===== config.mk =====
export PLATFORM = sky130hd
export DESIGN_NAME = tiadc_sample_deinterleaver
export DESIGN_NICKNAME = d
export VERILOG_FILES = /design/src/rtl/tiadc_pkg.sv /design/src/rtl/tiadc_sample_deinterleaver.sv
export SDC_FILE = /design/constraint.sdc
export NUM_CORES = 1
export LEC_CHECK = 0
export BUFFER_PORTS_ARGS = -buffer_cell sky130_fd_sc_hd__buf_4
export CORE_UTILIZATION = 41
export CTS_CLUSTER_SIZE = 16
export DETAILED_ROUTE_END_ITERATION = 7
export REMOVE_ABC_BUFFERS = 1
export SKIP_LAST_GASP = 1
export SLEW_MARGIN = 20
export SYNTH_ARGS = -nofsm -noshare
export SYNTH_HDL_FRONTEND = slang
export SYNTH_SLANG_ARGS = --single-unit

===== constraint.sdc =====
create_clock -name M_AXI_ACLK -period 5.2 [get_ports M_AXI_ACLK]
set_clock_uncertainty 0.1 [all_clocks]
set_input_delay 0 -clock M_AXI_ACLK [delete_from_list [all_inputs] [get_ports M_AXI_ACLK]]
set_output_delay 0 -clock M_AXI_ACLK [all_outputs]
set_load 0.01 [all_outputs]

===== src/rtl/tiadc_pkg.sv =====
// Shared TIADC capture-path types and default sizing, also used by the AXI read master.
// Latency: n/a (types and constants only).
// Backpressure: n/a.
package tiadc_pkg;

   typedef enum logic [1:0] {
      OKAY   = 2'b00,
      EXOKAY = 2'b01,
      SLVERR = 2'b10,
      DECERR = 2'b11
   } rresp_t;

   localparam int TIADC_DATA_WIDTH = 16;
   localparam int TIADC_BURST_LEN  = 256;
   localparam int TIADC_NUM_CH     = 4;

endpackage


===== src/rtl/tiadc_sample_deinterleaver.sv =====
// Regroups NUM_CH consecutive R-channel sample beats into one lane-per-ADC word; checks RLAST framing and RRESP.
// Latency: word is valid on the edge after its closing beat is accepted; one beat per cycle sustained.
// Backpressure: only a closing beat is held off (S_RREADY low) while an unaccepted word occupies the output.
module tiadc_sample_deinterleaver
   import tiadc_pkg::*;
#(
   parameter int DATA_WIDTH = TIADC_DATA_WIDTH,
   parameter int NUM_CH     = TIADC_NUM_CH,
   parameter int BURST_LEN  = TIADC_BURST_LEN
) (
   input  logic                         M_AXI_ACLK,
   input  logic                         M_AXI_ARESETN,
   input  logic [DATA_WIDTH-1:0]        S_RDATA,
   input  logic [1:0]                   S_RRESP,
   input  logic                         S_RLAST,
   input  logic                         S_RVALID,
   output logic                         S_RREADY,
   output logic [NUM_CH*DATA_WIDTH-1:0] M_TDATA,
   output logic [NUM_CH-1:0]            M_TKEEP,
   output logic                         M_TLAST,
   output logic                         M_TVALID,
   input  logic                         M_TREADY,
   input  logic                         CLR_ERR,
   output logic                         ERR_LAST,
   output logic                         ERR_RESP,
   output logic [15:0]                  BURST_CNT
);

   localparam int LANE_W = (NUM_CH > 1) ? $clog2(NUM_CH) : 1;
   localparam int BEAT_W = (BURST_LEN > 1) ? $clog2(BURST_LEN) : 1;
   localparam logic [LANE_W-1:0] LANE_MAX = LANE_W'(NUM_CH - 1);
   localparam logic [BEAT_W-1:0] BEAT_MAX = BEAT_W'(BURST_LEN - 1);

   // A burst must hold a whole number of output words.
   generate
      if (BURST_LEN % NUM_CH != 0) begin : g_bad_burst_len
         $error("BURST_LEN must be a multiple of NUM_CH");
      end
   endgenerate

   logic [LANE_W-1:0]            lane_idx;
   logic [BEAT_W-1:0]            beat_idx;
   logic [DATA_WIDTH-1:0]        asm_lane [NUM_CH];
   logic [NUM_CH*DATA_WIDTH-1:0] out_dat;
   logic [NUM_CH-1:0]            out_keep;
   logic                         out_last;
   logic                         out_vld;
   logic                         err_last_q;
   logic                         err_resp_q;
   logic [15:0]                  burst_cnt_q;

   logic                         beat_at_end;
   logic                         closing;
   logic                         close_last;
   logic                         beat_rdy;
   logic                         beat_acc;
   logic                         last_err;
   logic                         resp_err;
   logic [NUM_CH*DATA_WIDTH-1:0] nxt_dat;
   logic [NUM_CH-1:0]            nxt_keep;

   // Close detection and beat acceptance; the M_TREADY -> S_RREADY path is intentionally combinational.
   always_comb begin
      beat_at_end = (beat_idx == BEAT_MAX);
      closing     = (lane_idx == LANE_MAX) || S_RLAST || beat_at_end;
      close_last  = S_RLAST || beat_at_end;
      beat_rdy    = M_AXI_ARESETN && !(out_vld && !M_TREADY && closing);
      beat_acc    = S_RVALID && beat_rdy;
      last_err    = beat_acc && (S_RLAST != beat_at_end);
      resp_err    = beat_acc && (rresp_t'(S_RRESP) != OKAY);
   end

   // Word to load on close: filled lanes from the assembly, current beat in its lane, the rest zero.
   always_comb begin
      nxt_dat  = '0;
      nxt_keep = '0;
      for (int k = 0; k < NUM_CH; k++) begin
         if (LANE_W'(k) < lane_idx) begin
            nxt_dat[k*DATA_WIDTH +: DATA_WIDTH] = asm_lane[k];
            nxt_keep[k]                         = 1'b1;
         end else if (LANE_W'(k) == lane_idx) begin
            nxt_dat[k*DATA_WIDTH +: DATA_WIDTH] = S_RDATA;
            nxt_keep[k]                         = 1'b1;
         end
      end
   end

   // Lane and beat counters; a burst-closing word resyncs both to zero.
   always_ff @(posedge M_AXI_ACLK) begin
      if (!M_AXI_ARESETN) begin
         lane_idx <= '0;
         beat_idx <= '0;
      end else if (beat_acc) begin
         lane_idx <= closing ? '0 : lane_idx + 1'b1;
         beat_idx <= close_last ? '0 : beat_idx + 1'b1;
      end
   end

   // Assembly register collects the lanes of the group in progress.
   always_ff @(posedge M_AXI_ACLK) begin
      if (!M_AXI_ARESETN) begin
         for (int k = 0; k < NUM_CH; k++) begin
            asm_lane[k] <= '0;
         end
      end else if (beat_acc) begin
         asm_lane[lane_idx] <= S_RDATA;
      end
   end

   // Output register: reload on close (also in the handshake cycle), otherwise drop valid once taken.
   always_ff @(posedge M_AXI_ACLK) begin
      if (!M_AXI_ARESETN) begin
         out_vld  <= 1'b0;
         out_dat  <= '0;
         out_keep <= '0;
         out_last <= 1'b0;
      end else if (beat_acc && closing) begin
         out_vld  <= 1'b1;
         out_dat  <= nxt_dat;
         out_keep <= nxt_keep;
         out_last <= close_last;
      end else if (M_TREADY) begin
         out_vld  <= 1'b0;
      end
   end

   // Sticky error flags; a new error in the clear cycle keeps the flag set.
   always_ff @(posedge M_AXI_ACLK) begin
      if (!M_AXI_ARESETN) begin
         err_last_q <= 1'b0;
         err_resp_q <= 1'b0;
      end else begin
         err_last_q <= last_err | (err_last_q & ~CLR_ERR);
         err_resp_q <= resp_err | (err_resp_q & ~CLR_ERR);
      end
   end

   // Count bursts as their closing word is taken downstream.
   always_ff @(posedge M_AXI_ACLK) begin
      if (!M_AXI_ARESETN) begin
         burst_cnt_q <= '0;
      end else if (out_vld && M_TREADY && out_last) begin
         burst_cnt_q <= burst_cnt_q + 16'd1;
      end
   end

   assign S_RREADY  = beat_rdy;
   assign M_TDATA   = out_dat;
   assign M_TKEEP   = out_keep;
   assign M_TLAST   = out_last;
   assign M_TVALID  = out_vld;
   assign ERR_LAST  = err_last_q;
   assign ERR_RESP  = err_resp_q;
   assign BURST_CNT = burst_cnt_q;

endmodule


Word-level counts from Yosys, hierarchy flattened
Memories as Yosys holds them, arrays and structs flattened. A register that Yosys moved wholly into a read port is not among the register bits.
Index checks and enable logic that the tools add are counted.

storage, ports and cells
  register bits after elaboration = 98
  bits in writable memories = 64
  output and inout bits = 89
  logic and storage cells = 74
  memories kept = 1

memories
  memory    depth  width  read ports  clocked after memory_dff  write ports  line                              text
  asm_lane  4      16     4           1                         4            tiadc_sample_deinterleaver.sv:43  logic [DATA_WIDTH-1:0] asm_lane [NUM_CH];

cells by class
  $add $sub $neg = 3
  $lt $le $gt $ge = 4
  equal/unequal tests = 6
  multiplexer cells = 27
  bitwise gates (word level) = 5
  reductions and logical operators = 19

operators with widths
  cell                   count
  $mux 16                9
  $add 16x1->16 const B  1
  $reduce_or 16->1       1
  $mux 1                 15
  $logic_and 1x1->1      9
  $add 8x1->8 const B    1
  $eq 8x8->1 const B     1
  $mux 8                 1
  $eq 2x2->1 const A     2
  $lt 1x2->1 const A     2
  $lt 2x2->1 const A     2
  $mux 2                 2
  $reduce_bool 2->1      2
  $logic_not 1->1        3
  $logic_or 1x1->1       3
  $add 2x1->2 const B    1
  $and 1x1->1            2
  $eq 1x2->1 const A     1
  $eq 2x2->1 const B     1
  $logic_not 2->1        1
  $or 1x1->1             2
  $ne 1x1->1             1
  $not 1->1              1

Logic depth before layout (Yosys ltp)
  depth in word-level cells = 12
  depth in mapped cells = 8
  gate-level depth less buffers = 8

Worst setup path before layout
Ideal clock, no wire load.

  path type = register -> register
  from = reg lane_idx[0]
  to = mem asm_lane[2][0] in the netlist's numbering (enable)
  library setup time = 0.375 ns
  arrival = 1.978 ns
  slack = 2.747 ns
  cell stages (with the launch flop) = 7
  path buffers = 1
  path through = dfxtp_1 -> ha_1 -> clkbuf_1 -> and4bb_2 -> o21ai_2 -> a211oi_2 -> nand2b_1

RTL lines
  element                   line                              text
  start: declaration        tiadc_sample_deinterleaver.sv:41  logic [LANE_W-1:0] lane_idx;
  start signal: assignment  tiadc_sample_deinterleaver.sv:94  lane_idx <= closing ? '0 : lane_idx + 1'b1;
  end: declaration          tiadc_sample_deinterleaver.sv:43

==> results.ini <==
[floorplanning]
rows = 44
core_mm2 = 0.0148
die_x_um = 126
pin_count = 113
start_util = 0.426
dieArea_mm2 = 0.0158
die_y_um = 126

[global_routing]
track_usage = 0.228
busiest_layer = met2
grt_pass1_wl_mm = 27.9
met3_usage = 0.0463
use_met1 = 0.301
met2_usage = 0.369
antenna_found_initial = 1
grt_pass1_vias = 5131
grt_max_degree = 54
grt.overflow.total = 0

[drt]
routed_wl_mm = 17.5
drt-initial-drc-count = 365
vias = 5285
wl_per_cell_um = 19.0
postRouteAntennaNets = 0
drtPass1Iterations = 6
remaining_drc_errors = 0
vias_per_cell = 5.74

[synthesis]
yosysMostFrequentCell = dfxtp_1
synth_cell_types = 54
synthMuxAreaShare = 0.00637
yosys_warnings = 0
yosys_register_bits = 146
synth_compound_area_frac = 0.197
synth_edf_count = 48
seq_area_frac_synth = 0.541
yosys.area.top_type_share = 0.312
yosysTopAreaCell = dfxtp_1
synth_cells = 612
async_flop_share = 0
synth_common_cells = 98 x dfxtp_1, 63 x a21oi_1, 54 x and2_1, 48 x edfxtp_1, 43 x nand3_1
syn_area_per_cell_um2 = 10.3
synthAdderAreaFrac = 0.0139
synth_top_family_by_area = compound AO/OA/AOI/OAI gates
synth_xor_area_frac = 0.0139
netlist_top_cells_area = dfxtp_1 31%, edfxtp_1 23%, and2_1 5.4%, a21oi_1 5.0%, a211oi_1 4.3%
ys.flop_type = dfxtp_1
syn-cell-area_mm2 = 0.00629
yosys.area_share.simple = 0.188

[sta]
setup_viol = 0
finalCritPeriodShare = 0.737
hold_violations = 0
slew_violations = 0
grt_setup_unrepaired = no
worstMarginPinSlew_ps = 951
fmax_mhz = 261
relSlewSlack = 0.366
finalCriticalPeriod_ps = 3830
setup_slack_ps = 1370
tns_ps = 0

[hold_path]
hold_path.class = in2reg
hold_depth = 5

[setup_path]
ff2ff_path_depth = 5
reg2reg_from = lane_idx[1]
start_kind = flop
regToRegSetupSlack_ps = 1370
end_kind = flop
timing.rr.end = asm_lane[2][9]
path_max_fanout = 28
crit_start = lane_idx[1]
cp.arrival_ps = 3780
worstPathRequired_ps = 5150
critPathKind = reg2reg
worstSetupEndpoint = asm_lane[2][9]

[place]
place_inst = 867
gp_congestion = 0.850
place_worst_setup_slack_ps = 1370
port_buffers = 112
hpwl_mm = 10.9

[power]
cellPowerDensity_mw_per_mm2 = 343
peakVddDrop_mv = 0.238
p_leak_nw = 2.98

[clock_network]
cts_tree = built
cts.repair.resized = 0
cts.sinks = 146
clock_latency_ps = 420
cts_buffers = 17
clock-root-buffer = clkbuf_16
htree_num_levels = 4
cts_setup_buffers = 0
cts_buffer_depth = 2
path_clk_slew_ps = 60

[finish]
drive_gt1_frac = 0.223
fin_cells = 921
nNetsFinal = 755
antennaDiodeCount = 0
areaGrowthSynthToFinish_pct = 28.3

[outcome]
outcome = complete, no violations

[run]
drv_cap = 0

-- where the power goes --
group          internal (W)  switching, W
logic             0.0000974      0.000155
clock network      0.000768      0.000491
registers           0.00123     0.0000262
-- registers in the layout (all words and copies together), names as in the netlist --
| name | count |
|---|---|
| M_TLAST | 1 |
| M_TVALID | 1 |
| lane_idx | 2 |
| ERR_RESP | 1 |
| asm_lane | 48 |
| ERR_LAST | 1 |
| beat_idx | 8 |
| M_TDATA | 64 |
| BURST_CNT | 16 |
| M_TKEEP | 4 |
-- cell usage in the layout (no fill, tap or decap), types with 5 or more instances in the layout --
cell           instances
a311oi_1              27
xnor2_1                8
buf_4                120
and2_1                53
nor3_1                 7
nand3_1               43
inv_1                  6
edfxtp_1              48
o21ai_0                8
nand2_1               41
nor2_1                14
a21oi_1               62
nand2b_1               5
a211oi_1              36
dfxtp_1               98
clkbuf_16             22
a22o_1                16
nand3b_1              13
or3_1                  5
dlygate4sd3_1         22
ha_1                   7
-- worst min-delay path by stage --
stage / to / startpoint
floorplan: BURST_CNT[11] / M_AXI_ARESETN
global placement: ERR_LAST / CLR_ERR
detailed placement: ERR_LAST / CLR_ERR
CTS: beat_idx[2] / S_RVALID
global route: beat_idx[6] / S_RVALID
finish: beat_idx[2] / S_RVALID
-- layout make-up --
cell class / count / area [µm²]
Tap cell: 184 / 230
Clock inverter: 8 / 56.3
Clock buffer: 24 / 568
Fill cell: 1351 / 6690
Timing Repair Buffer: 142 / 1120
Sequential cell: 146 / 3400
Multi-Input combinational cell: 409 / 2660
Inverter: 8 / 30.0
-- timing repair --
item / 4_1_cts / 5_1_grt
setup endpoints to repair: 0 / 0
endpoints found under the hold margin: 117 / 0
hold buffers: 22 / 0
-- metal layers --
layer / share of wire / vias up
li1: - / 2520
met1: 0.45 / 2541
met2: 0.47 / 206
met3: 0.062 / 18
met4: 0.020 / 0
met5: 0 / -
-- critical path: stages (launching register included) --
cell      delay, ps
dfxtp_1         560
ha_1            660
and4bb_2        470
o21ai_2         150
a211oi_2        810
nand2b_1        690
-- metrics by stage --
step	utilization	power [W]	area, µm²	hold WS [ps]
after floorplan	-	0.00140	6070	17.7
after global placement	0.489	0.00151	7220	173
after detailed placement	0.489	0.00152	7220	179
after CTS	0.546	0.00278	8060	101
after global routing	0.547	0.00287	8070	178
final	0.547	0.00277	8070	114
-- kinds of logic (layout without fill, tap and decap cells) --
| family | count (synthesis) | in the layout |
|---|---|---|
| DFF | 146 | 146 |
| xor gates and xnor gates | 10 | 10 |
| AOI/OAI and AO/OA | 177 | 177 |
| and+or+nand+nor | 211 | 211 |
| buffers and inverters | 57 | 182 |
| adders and majority gates | 7 | 7 |
| muxes | 4 | 4 |
Power figures use the tool's default switching activity.
